**src/rtl/dft_axil_pkg.sv**
```systemverilog
// Shared types and constants for the DFT AXI4-Lite slave front end.
package dft_axil_pkg;

   localparam int unsigned DATA_W = 32;
   localparam int unsigned STRB_W = 4;

   localparam logic [1:0] AXI_RESP_OKAY = 2'b00;

   // Transaction sequencer states.
   typedef enum logic [2:0] {
      IDLE,
      WR,
      BRESP,
      RD,
      RLAT,
      RRESP
   } state_e;

endpackage

```
**src/rtl/dft_axil_slave.sv**
```systemverilog
// AXI4-Lite slave front end for the DFT accelerator.
// Converts AXI4-Lite reads/writes into a single-issue, word-addressed
// register bus with one-cycle read latency.
// Ports:
//   AXI_S_ACLK / AXI_S_ARESETn : clock, synchronous active-low reset
//   AXI_S_AW* / AXI_S_W*       : write address / data channels
//   AXI_S_B*                   : write response channel (always OKAY)
//   AXI_S_AR* / AXI_S_R*       : read address / data channels
//   reg_wr_en / reg_rd_en      : one-cycle strobes to the register file
//   reg_addr / reg_wdata / reg_wstrb : register bus payload
//   reg_rdata                  : read data, valid the cycle after reg_rd_en
module dft_axil_slave
   import dft_axil_pkg::*;
#(
   parameter int unsigned ADDR_WIDTH = 24,
   parameter int unsigned REG_AW     = ADDR_WIDTH - 2
) (
   input  logic                  AXI_S_ACLK,
   input  logic                  AXI_S_ARESETn,
   input  logic                  AXI_S_AWVALID,
   output logic                  AXI_S_AWREADY,
   input  logic [ADDR_WIDTH-1:0] AXI_S_AWADDR,
   input  logic [2:0]            AXI_S_AWPROT,
   input  logic                  AXI_S_WVALID,
   output logic                  AXI_S_WREADY,
   input  logic [DATA_W-1:0]     AXI_S_WDATA,
   input  logic [STRB_W-1:0]     AXI_S_WSTRB,
   output logic                  AXI_S_BVALID,
   input  logic                  AXI_S_BREADY,
   output logic [1:0]            AXI_S_BRESP,
   input  logic                  AXI_S_ARVALID,
   output logic                  AXI_S_ARREADY,
   input  logic [ADDR_WIDTH-1:0] AXI_S_ARADDR,
   input  logic [2:0]            AXI_S_ARPROT,
   output logic                  AXI_S_RVALID,
   input  logic                  AXI_S_RREADY,
   output logic [DATA_W-1:0]     AXI_S_RDATA,
   output logic [1:0]            AXI_S_RRESP,
   output logic                  reg_wr_en,
   output logic                  reg_rd_en,
   output logic [REG_AW-1:0]     reg_addr,
   output logic [DATA_W-1:0]     reg_wdata,
   output logic [STRB_W-1:0]     reg_wstrb,
   input  logic [DATA_W-1:0]     reg_rdata
);

   state_e              state_q, state_d;
   logic                run_q;
   logic                aw_full_q, aw_full_d;
   logic                w_full_q, w_full_d;
   logic [REG_AW-1:0]   aw_addr_q, aw_addr_d;
   logic [DATA_W-1:0]   w_data_q, w_data_d;
   logic [STRB_W-1:0]   w_strb_q, w_strb_d;
   logic                awready_q, awready_d;
   logic                wready_q, wready_d;
   logic                arready_q, arready_d;
   logic                bvalid_q, bvalid_d;
   logic                rvalid_q, rvalid_d;
   logic [DATA_W-1:0]   rdata_q, rdata_d;
   logic                wr_en_q, wr_en_d;
   logic                rd_en_q, rd_en_d;
   logic [REG_AW-1:0]   addr_q, addr_d;
   logic [DATA_W-1:0]   wdata_q, wdata_d;
   logic [STRB_W-1:0]   wstrb_q, wstrb_d;
   logic                aw_hs, w_hs, ar_hs;

   // Protection bits and byte offsets carry no meaning for a word register bus.
   logic unused_inputs;
   assign unused_inputs = ^{AXI_S_AWPROT, AXI_S_ARPROT, AXI_S_AWADDR[1:0], AXI_S_ARADDR[1:0]};

   // State and output registers.
   always_ff @(posedge AXI_S_ACLK) begin
      if (!AXI_S_ARESETn) begin
         state_q   <= IDLE;
         run_q     <= 1'b0;
         aw_full_q <= 1'b0;
         w_full_q  <= 1'b0;
         aw_addr_q <= '0;
         w_data_q  <= '0;
         w_strb_q  <= '0;
         awready_q <= 1'b0;
         wready_q  <= 1'b0;
         arready_q <= 1'b0;
         bvalid_q  <= 1'b0;
         rvalid_q  <= 1'b0;
         rdata_q   <= '0;
         wr_en_q   <= 1'b0;
         rd_en_q   <= 1'b0;
         addr_q    <= '0;
         wdata_q   <= '0;
         wstrb_q   <= '0;
      end else begin
         state_q   <= state_d;
         run_q     <= 1'b1;
         aw_full_q <= aw_full_d;
         w_full_q  <= w_full_d;
         aw_addr_q <= aw_addr_d;
         w_data_q  <= w_data_d;
         w_strb_q  <= w_strb_d;
         awready_q <= awready_d;
         wready_q  <= wready_d;
         arready_q <= arready_d;
         bvalid_q  <= bvalid_d;
         rvalid_q  <= rvalid_d;
         rdata_q   <= rdata_d;
         wr_en_q   <= wr_en_d;
         rd_en_q   <= rd_en_d;
         addr_q    <= addr_d;
         wdata_q   <= wdata_d;
         wstrb_q   <= wstrb_d;
      end
   end

   // Next-state and next-output logic.
   always_comb begin
      aw_hs     = run_q & AXI_S_AWVALID & awready_q;
      w_hs      = run_q & AXI_S_WVALID & wready_q;
      ar_hs     = run_q & AXI_S_ARVALID & arready_q;

      state_d   = state_q;
      aw_full_d = aw_full_q | aw_hs;
      w_full_d  = w_full_q | w_hs;
      aw_addr_d = aw_hs ? REG_AW'(AXI_S_AWADDR[ADDR_WIDTH-1:2]) : aw_addr_q;
      w_data_d  = w_hs ? AXI_S_WDATA : w_data_q;
      w_strb_d  = w_hs ? AXI_S_WSTRB : w_strb_q;
      bvalid_d  = 1'b0;
      rvalid_d  = 1'b0;
      rdata_d   = rdata_q;
      wr_en_d   = 1'b0;
      rd_en_d   = 1'b0;
      addr_d    = addr_q;
      wdata_d   = wdata_q;
      wstrb_d   = wstrb_q;

      case (state_q)
         IDLE: begin
            // A complete write pair beats a pending read.
            if (run_q && aw_full_q && w_full_q) begin
               state_d = WR;
               wr_en_d = 1'b1;
               addr_d  = aw_addr_q;
               wdata_d = w_data_q;
               wstrb_d = w_strb_q;
            end else if (ar_hs) begin
               state_d = RD;
               rd_en_d = 1'b1;
               addr_d  = REG_AW'(AXI_S_ARADDR[ADDR_WIDTH-1:2]);
            end
         end
         WR: begin
            aw_full_d = 1'b0;
            w_full_d  = 1'b0;
            bvalid_d  = 1'b1;
            state_d   = BRESP;
         end
         BRESP: begin
            if (AXI_S_BREADY) state_d = IDLE;
            else              bvalid_d = 1'b1;
         end
         RD: begin
            state_d = RLAT;
         end
         RLAT: begin
            rdata_d  = reg_rdata;
            rvalid_d = 1'b1;
            state_d  = RRESP;
         end
         RRESP: begin
            if (AXI_S_RREADY) state_d = IDLE;
            else              rvalid_d = 1'b1;
         end
         default: state_d = IDLE;
      endcase

      // Readies are precomputed so the registered value matches run & ~full.
      awready_d = ~aw_full_d;
      wready_d  = ~w_full_d;
      arready_d = (state_d == IDLE) & ~(aw_full_d & w_full_d);
   end

   assign AXI_S_AWREADY = awready_q;
   assign AXI_S_WREADY  = wready_q;
   assign AXI_S_ARREADY = arready_q;
   assign AXI_S_BVALID  = bvalid_q;
   assign AXI_S_BRESP   = AXI_RESP_OKAY;
   assign AXI_S_RVALID  = rvalid_q;
   assign AXI_S_RDATA   = rdata_q;
   assign AXI_S_RRESP   = AXI_RESP_OKAY;
   assign reg_wr_en     = wr_en_q;
   assign reg_rd_en     = rd_en_q;
   assign reg_addr      = addr_q;
   assign reg_wdata     = wdata_q;
   assign reg_wstrb     = wstrb_q;

endmodule
```
**config.mk**
```make
export PLATFORM = sky130hd
export DESIGN_NAME = dft_axil_slave
export DESIGN_NICKNAME = d
export VERILOG_FILES = /design/src/rtl/dft_axil_pkg.sv /design/src/rtl/dft_axil_slave.sv
export SDC_FILE = /design/constraint.sdc
export NUM_CORES = 1
export LEC_CHECK = 0
export BUFFER_PORTS_ARGS = -buffer_cell sky130_fd_sc_hd__buf_2
export CAP_MARGIN = 20
export CORE_ASPECT_RATIO = 0.75
export CORE_MARGIN = 2
export CORE_UTILIZATION = 52
export DETAILED_ROUTE_END_ITERATION = 12
export GPL_TIMING_DRIVEN = 0
export MAX_ROUTING_LAYER = met4
export PLACE_DENSITY = 0.95
export SYNTH_ARGS = -nofsm -noshare
export SYNTH_HDL_FRONTEND = slang
export SYNTH_SLANG_ARGS = --single-unit
```
**constraint.sdc**
```tcl
create_clock -name AXI_S_ACLK -period 3.94 [get_ports AXI_S_ACLK]
set_input_delay 0 -clock AXI_S_ACLK [delete_from_list [all_inputs] [get_ports AXI_S_ACLK]]
set_output_delay 0 -clock AXI_S_ACLK [all_outputs]
set_load 0.1 [all_outputs]
```
# Yosys cells after proc, flatten, opt, wreduce, memory -nomap -nowiden
# Index checks and enable logic that the tools add are counted.
# W data, S select, Z words.
[op_classes]
eq_ne = 5
mux = 16
n_bitwise = 15
n_reduce_logical = 9
[op_table]
columns = ["op", "count"]
rows = [
  ["$mux W22", 2],
  ["$pmux W3 S6", 1],
  ["$mux W3", 4],
  ["$and A1 B1 Y1", 8],
  ["$mux W1", 7],
  ["$eq A3 B2 Y1 const B", 2],
  ["$eq A3 B3 Y1 const B", 2],
  ["$logic_not A3 Y1", 2],
  ["$reduce_and A2 Y1", 3],
  ["$not A1 Y1", 5],
  ["$pmux W1 S2", 2],
  ["$eq A3 B1 Y1 const B", 1],
  ["$reduce_or A3 Y1", 1],
  ["$logic_and A1 B1 Y1", 2],
  ["$or A1 B1 Y1", 2],
  ["$reduce_bool A2 Y1", 1],
]
[totals]
reg_bits = 161
inputBits = 129
output_inout_bits = 101
word_cells = 63

# Depth between registers and ports, before layout
[depth]
ltp_word = 7
ltp_mapped = 7
ltp_nobuf = 4

# Least setup slack after synthesis
# No wires, ideal clock.
[synth_timing]
path_kind = "register to register"
startpoint = "register wready_q (netlist: AXI_S_WREADY)"
endpoint = "register w_data_q[10]"
setup_ns = 0.071
arrival_time_ns = 1.921
required_ns = 3.869
slack_ns = 1.948
stages_incl_launch_ff = 6
path_buffers = 2
period_less_slack_ns = 1.992
cell_sequence = "dfxtp_1 > and3_1 > clkbuf_1 > buf_1 > nand2_1 > a21oi_1"
[synth_between]
elab_chain_cells = 1
[synth_lines]
columns = ["element", "line", "source"]
rows = [
  ["start: declaration", "dft_axil_slave.sv:55", "logic wready_q, wready_d;"],
  ["start signal: assignment", "dft_axil_slave.sv:101", "wready_q <= wready_d;"],
  ["$and A1 B1 Y1", "dft_axil_slave.sv:117", "w_hs = run_q & AXI_S_WVALID & wready_q;"],
  ["end signal: assignment", "dft_axil_slave.sv:98", "w_data_q <= w_data_d;"],
  ["end: declaration", "dft_axil_slave.sv:52", "logic [DATA_W-1:0] w_data_q, w_data_d;"],
]
# No other way between the ends.
# A chain may end at the register's enable or synchronous reset.

# Worst setup path in the final report
[layout_timing]
startpoint = "register run_q"
endpoint = "register w_data_q[20]"
[layout_between]
elab_chain_cells = 2
[layout_lines]
columns = ["element", "line", "source"]
rows = [
  ["start: declaration", "dft_axil_slave.sv:48", "logic run_q;"],
  ["start signal: assignment", "dft_axil_slave.sv:75", "run_q <= 1'b0;"],
  ["start signal: assignment", "dft_axil_slave.sv:94", "run_q <= 1'b1;"],
  ["$and A1 B1 Y1 (2 in series)", "dft_axil_slave.sv:117", ""],
]
# No other way between the ends.

==> flow_metrics.env <==
export IMPL_p_leak_uw=0.00375
export IMPL_finalSetupTns_ns=0
export IMPL_hold_viol=0
export IMPL_cts_sinks=161
export IMPL_maxSlewHeadroom_pct=45.6
export IMPL_clockBufferDepth=2
export IMPL_tritoncts="built"
export IMPL_rr_endpoint="w_data_q[20]"
export IMPL_htree_levels=4
export IMPL_antenna_found_initial=1
export IMPL_clockRootBuffer="clkbuf_16"
export IMPL_drc=0
export IMPL_post_dp_hpwl_mm=11.8
export IMPL_drive_above_1_share_pct=24.5
export IMPL_drt_initial_drc_count=601
export IMPL_max_freq_mhz=455
export IMPL_cts_setup_buffers=0
export IMPL_synth_flop_cell="dfxtp_1"
export IMPL_wl_mm=21.8
export IMPL_skew_ns=0.0106
export IMPL_min_period_ns=2.20
export IMPL_grt_pass1_vias=6849
export IMPL_fillers=611
export IMPL_vias_per_cell=5.46
export IMPL_die_h_um=94.9
export IMPL_grt_pass1_wl_mm=33.3
export IMPL_synthCells=727
export IMPL_startpoint_type="flop"
export IMPL_finalCritPeriodShare_pct=55.8
export IMPL_power_density_mw_per_mm2=448
export IMPL_yosysTopAreaCell="dfxtp_1"
export IMPL_status="finished clean"
export IMPL_crit_type="flop to flop"
export IMPL_ys_warn_count=0
export IMPL_area_delta_synth_final_pct=53.2
export IMPL_dieWidth_um=125
export IMPL_hold_path_cell_count=4
export IMPL_synth_seq_cells=161
export IMPL_finalSetupViolations=0
export IMPL_vdd_drop_max_v=0.000372
export IMPL_routedWlPerCell_um=17.7
export IMPL_min_delay_start="AXI_S_AWVALID"
export IMPL_final_core_util_pct=81.2
export IMPL_worst_pin_slew_ns=0.816
export IMPL_rsz0062_at_grt="no"
export IMPL_gp_congestion=0.888
export IMPL_io_pin_count=230
export IMPL_path_max_fanout=10
export IMPL_coreArea_mm2=0.0108
export IMPL_regToRegSetupSlack_ns=1.74
export IMPL_r2r_start="run_q"
export IMPL_dieArea_mm2=0.0119
export IMPL_port_buffers=215
export IMPL_synth_edf_count=0
export IMPL_cts_resized_gates=0
export IMPL_worstPathArrival_ns=2.53
export IMPL_rows=33
export IMPL_hold_path_end="aw_addr_q[1]"
export IMPL_start_util_pct=53.0
export IMPL_drv_cap=0
export IMPL_syn_avg_cell_area_um2=7.89
export IMPL_yosysSeqAreaShare_pct=56.2
export IMPL_hp_class="input port to flop"
export IMPL_critPathCaptureType="flop"
export IMPL_grt_total_usage_pct=37.0
export IMPL_dr_total_vias=6743
export IMPL_yosys_top_cells_area="dfxtp_1 56%, nand2_1 20%, a21oi_1 11%, clkbuf_1 2.4%, a31oi_1 2.4%"
export IMPL_insertion_delay_ns=0.43
export IMPL_clk_pin_slew_ns=0.07
export IMPL_gr_total_overflow=0
export IMPL_cts_buffers=17
export IMPL_firstDrtPassIters=5
export IMPL_syn_area_mm2=0.00573
export IMPL_synthDistinctLibCells=29
export IMPL_drv_slew=0
export IMPL_ant_nets=0
export IMPL_final_nets=1210
export IMPL_async_reset_ff_share_pct=0
export IMPL_rr_worst_depth=5
export IMPL_place_area_mm2=0.00700
export IMPL_design_area_mm2=0.00878
export IMPL_grt_max_degree=17
export IMPL_synth_top_cell_area_share_pct=56.2
export IMPL_crit_required_ns=4.28
-- layout make-up --
type	instances	area, um^2	area share [%]
flip-flops and latches	161	3220	36.7
repair buffers	332	2240	25.5
multi-input cells	511	2240	25.5
clock buffers	18	439	5.00
plain buffers	56	278	3.16
clock inverters	14	178	2.02
well taps	140	175	1.99
inverters	2	7.51	0.0855
diodes	1	2.50	0.0285
-- where the power goes --
group / internal, uW / switching (uW)
combinational: 175 / 321
clock: 1020 / 714
sequential: 1670 / 27.8
-- worst max-delay path by stage --
stage                       startpoint         endpoint  slack, ns  depth (start not counted)
after floorplan           AXI_S_WREADY     w_data_q[10]       1.95                          5
after global routing             run_q     w_data_q[20]       1.62                          5
after detailed placement    state_q[2]   AXI_S_RDATA[2]       1.84                          4
after CTS                   state_q[2]   AXI_S_RDATA[2]       1.72                          4
final                            run_q     w_data_q[20]       1.74                          5
after global placement      state_q[2]  AXI_S_RDATA[21]       1.89                          4
-- worst max-delay path, stage by stage, from the launching register on --
cell and delay [ns]:
dfxtp_1 0.44, and3_1 0.19, clkbuf_1 0.62, buf_1 0.44, nand2_1 0.21, a21oi_1 0.22
-- stage by stage --
step	setup WS, ns	instances	power (uW)	hold slack (ns)
3_3_place_gp	1.89	1085	2110	0.117
4_1_cts	1.72	1233	3890	0.0426
2_1_floorplan	1.95	730	2000	0.0277
3_5_place_dp	1.84	1085	2120	0.118
6_report	1.74	1235	3930	0.0979
5_1_grt	1.62	1235	4040	0.131
-- flip-flops by register name, indices dropped and copies added, names as in the netlist, 3 cells and up --
register,count
AXI_S_RDATA,32
state_q,3
w_strb_q,4
reg_wdata,32
reg_addr,22
w_data_q,32
reg_wstrb,4
aw_addr_q,22
-- repair_timing --
item                                    CTS  global route
endpoints found under the hold margin   117             0
hold buffers                            116             0
endpoints found under the setup margin    0             0
-- layout by cell type, fill, tap and decap left out, types with 2 or more instances in the layout --
master           n
dlygate4sd3_1  116
inv_6            4
nor3b_1          2
clkbuf_1        37
buf_1            3
o21ai_0          8
clkbuf_16       17
a21oi_1        128
clkinv_4         2
conb_1           4
nor2_1          12
buf_6            6
nand2_1        300
clkinvlp_4       4
buf_2          222
dfxtp_1        161
bufinv_16        3
nand3_1          4
a31oi_1         22
buf_4            4
o21ai_1         16
and3_1           3
and2_1           2
-- metal layers --
metal  GRT usage (%)  part of all wire (%)  wire [um]  vias to the layer above
met5               -                     0          0                        -
met4            20.5                   5.3       1150                        0
met3            8.84                   8.7       1900                      125
met2            63.5                    49      10700                      463
met1            40.2                    37       8120                     3079
li1                -                     -          -                     3076
-- synthesized netlist by cell type (2+ instances only) --
master / number
nor3b_1: 2
o21ai_0: 8
o21ai_1: 16
a31oi_1: 22
buf_6: 6
nor2_1: 12
nand2_1: 300
buf_4: 4
buf_2: 6
clkbuf_1: 37
and2_1: 2
and3_1: 3
dfxtp_1: 161
buf_1: 3
nand3_1: 4
a21oi_1: 128
-- cells by family (layout without fill, tap and decap cells) --
| family | count (synthesis) | count (layout) | share of synthesized area (%) |
|---|---|---|---|
| AND/OR/NAND/NOR | 331 | 331 | 22.7 |
| other | 1 | 5 | 0.0654 |
| buffers and inverters | 58 | 422 | 4.97 |
| AO/OA/AOI/OAI | 176 | 176 | 16.1 |
| flip-flops | 161 | 161 | 56.2 |
Power figures use the tool's default switching activity.
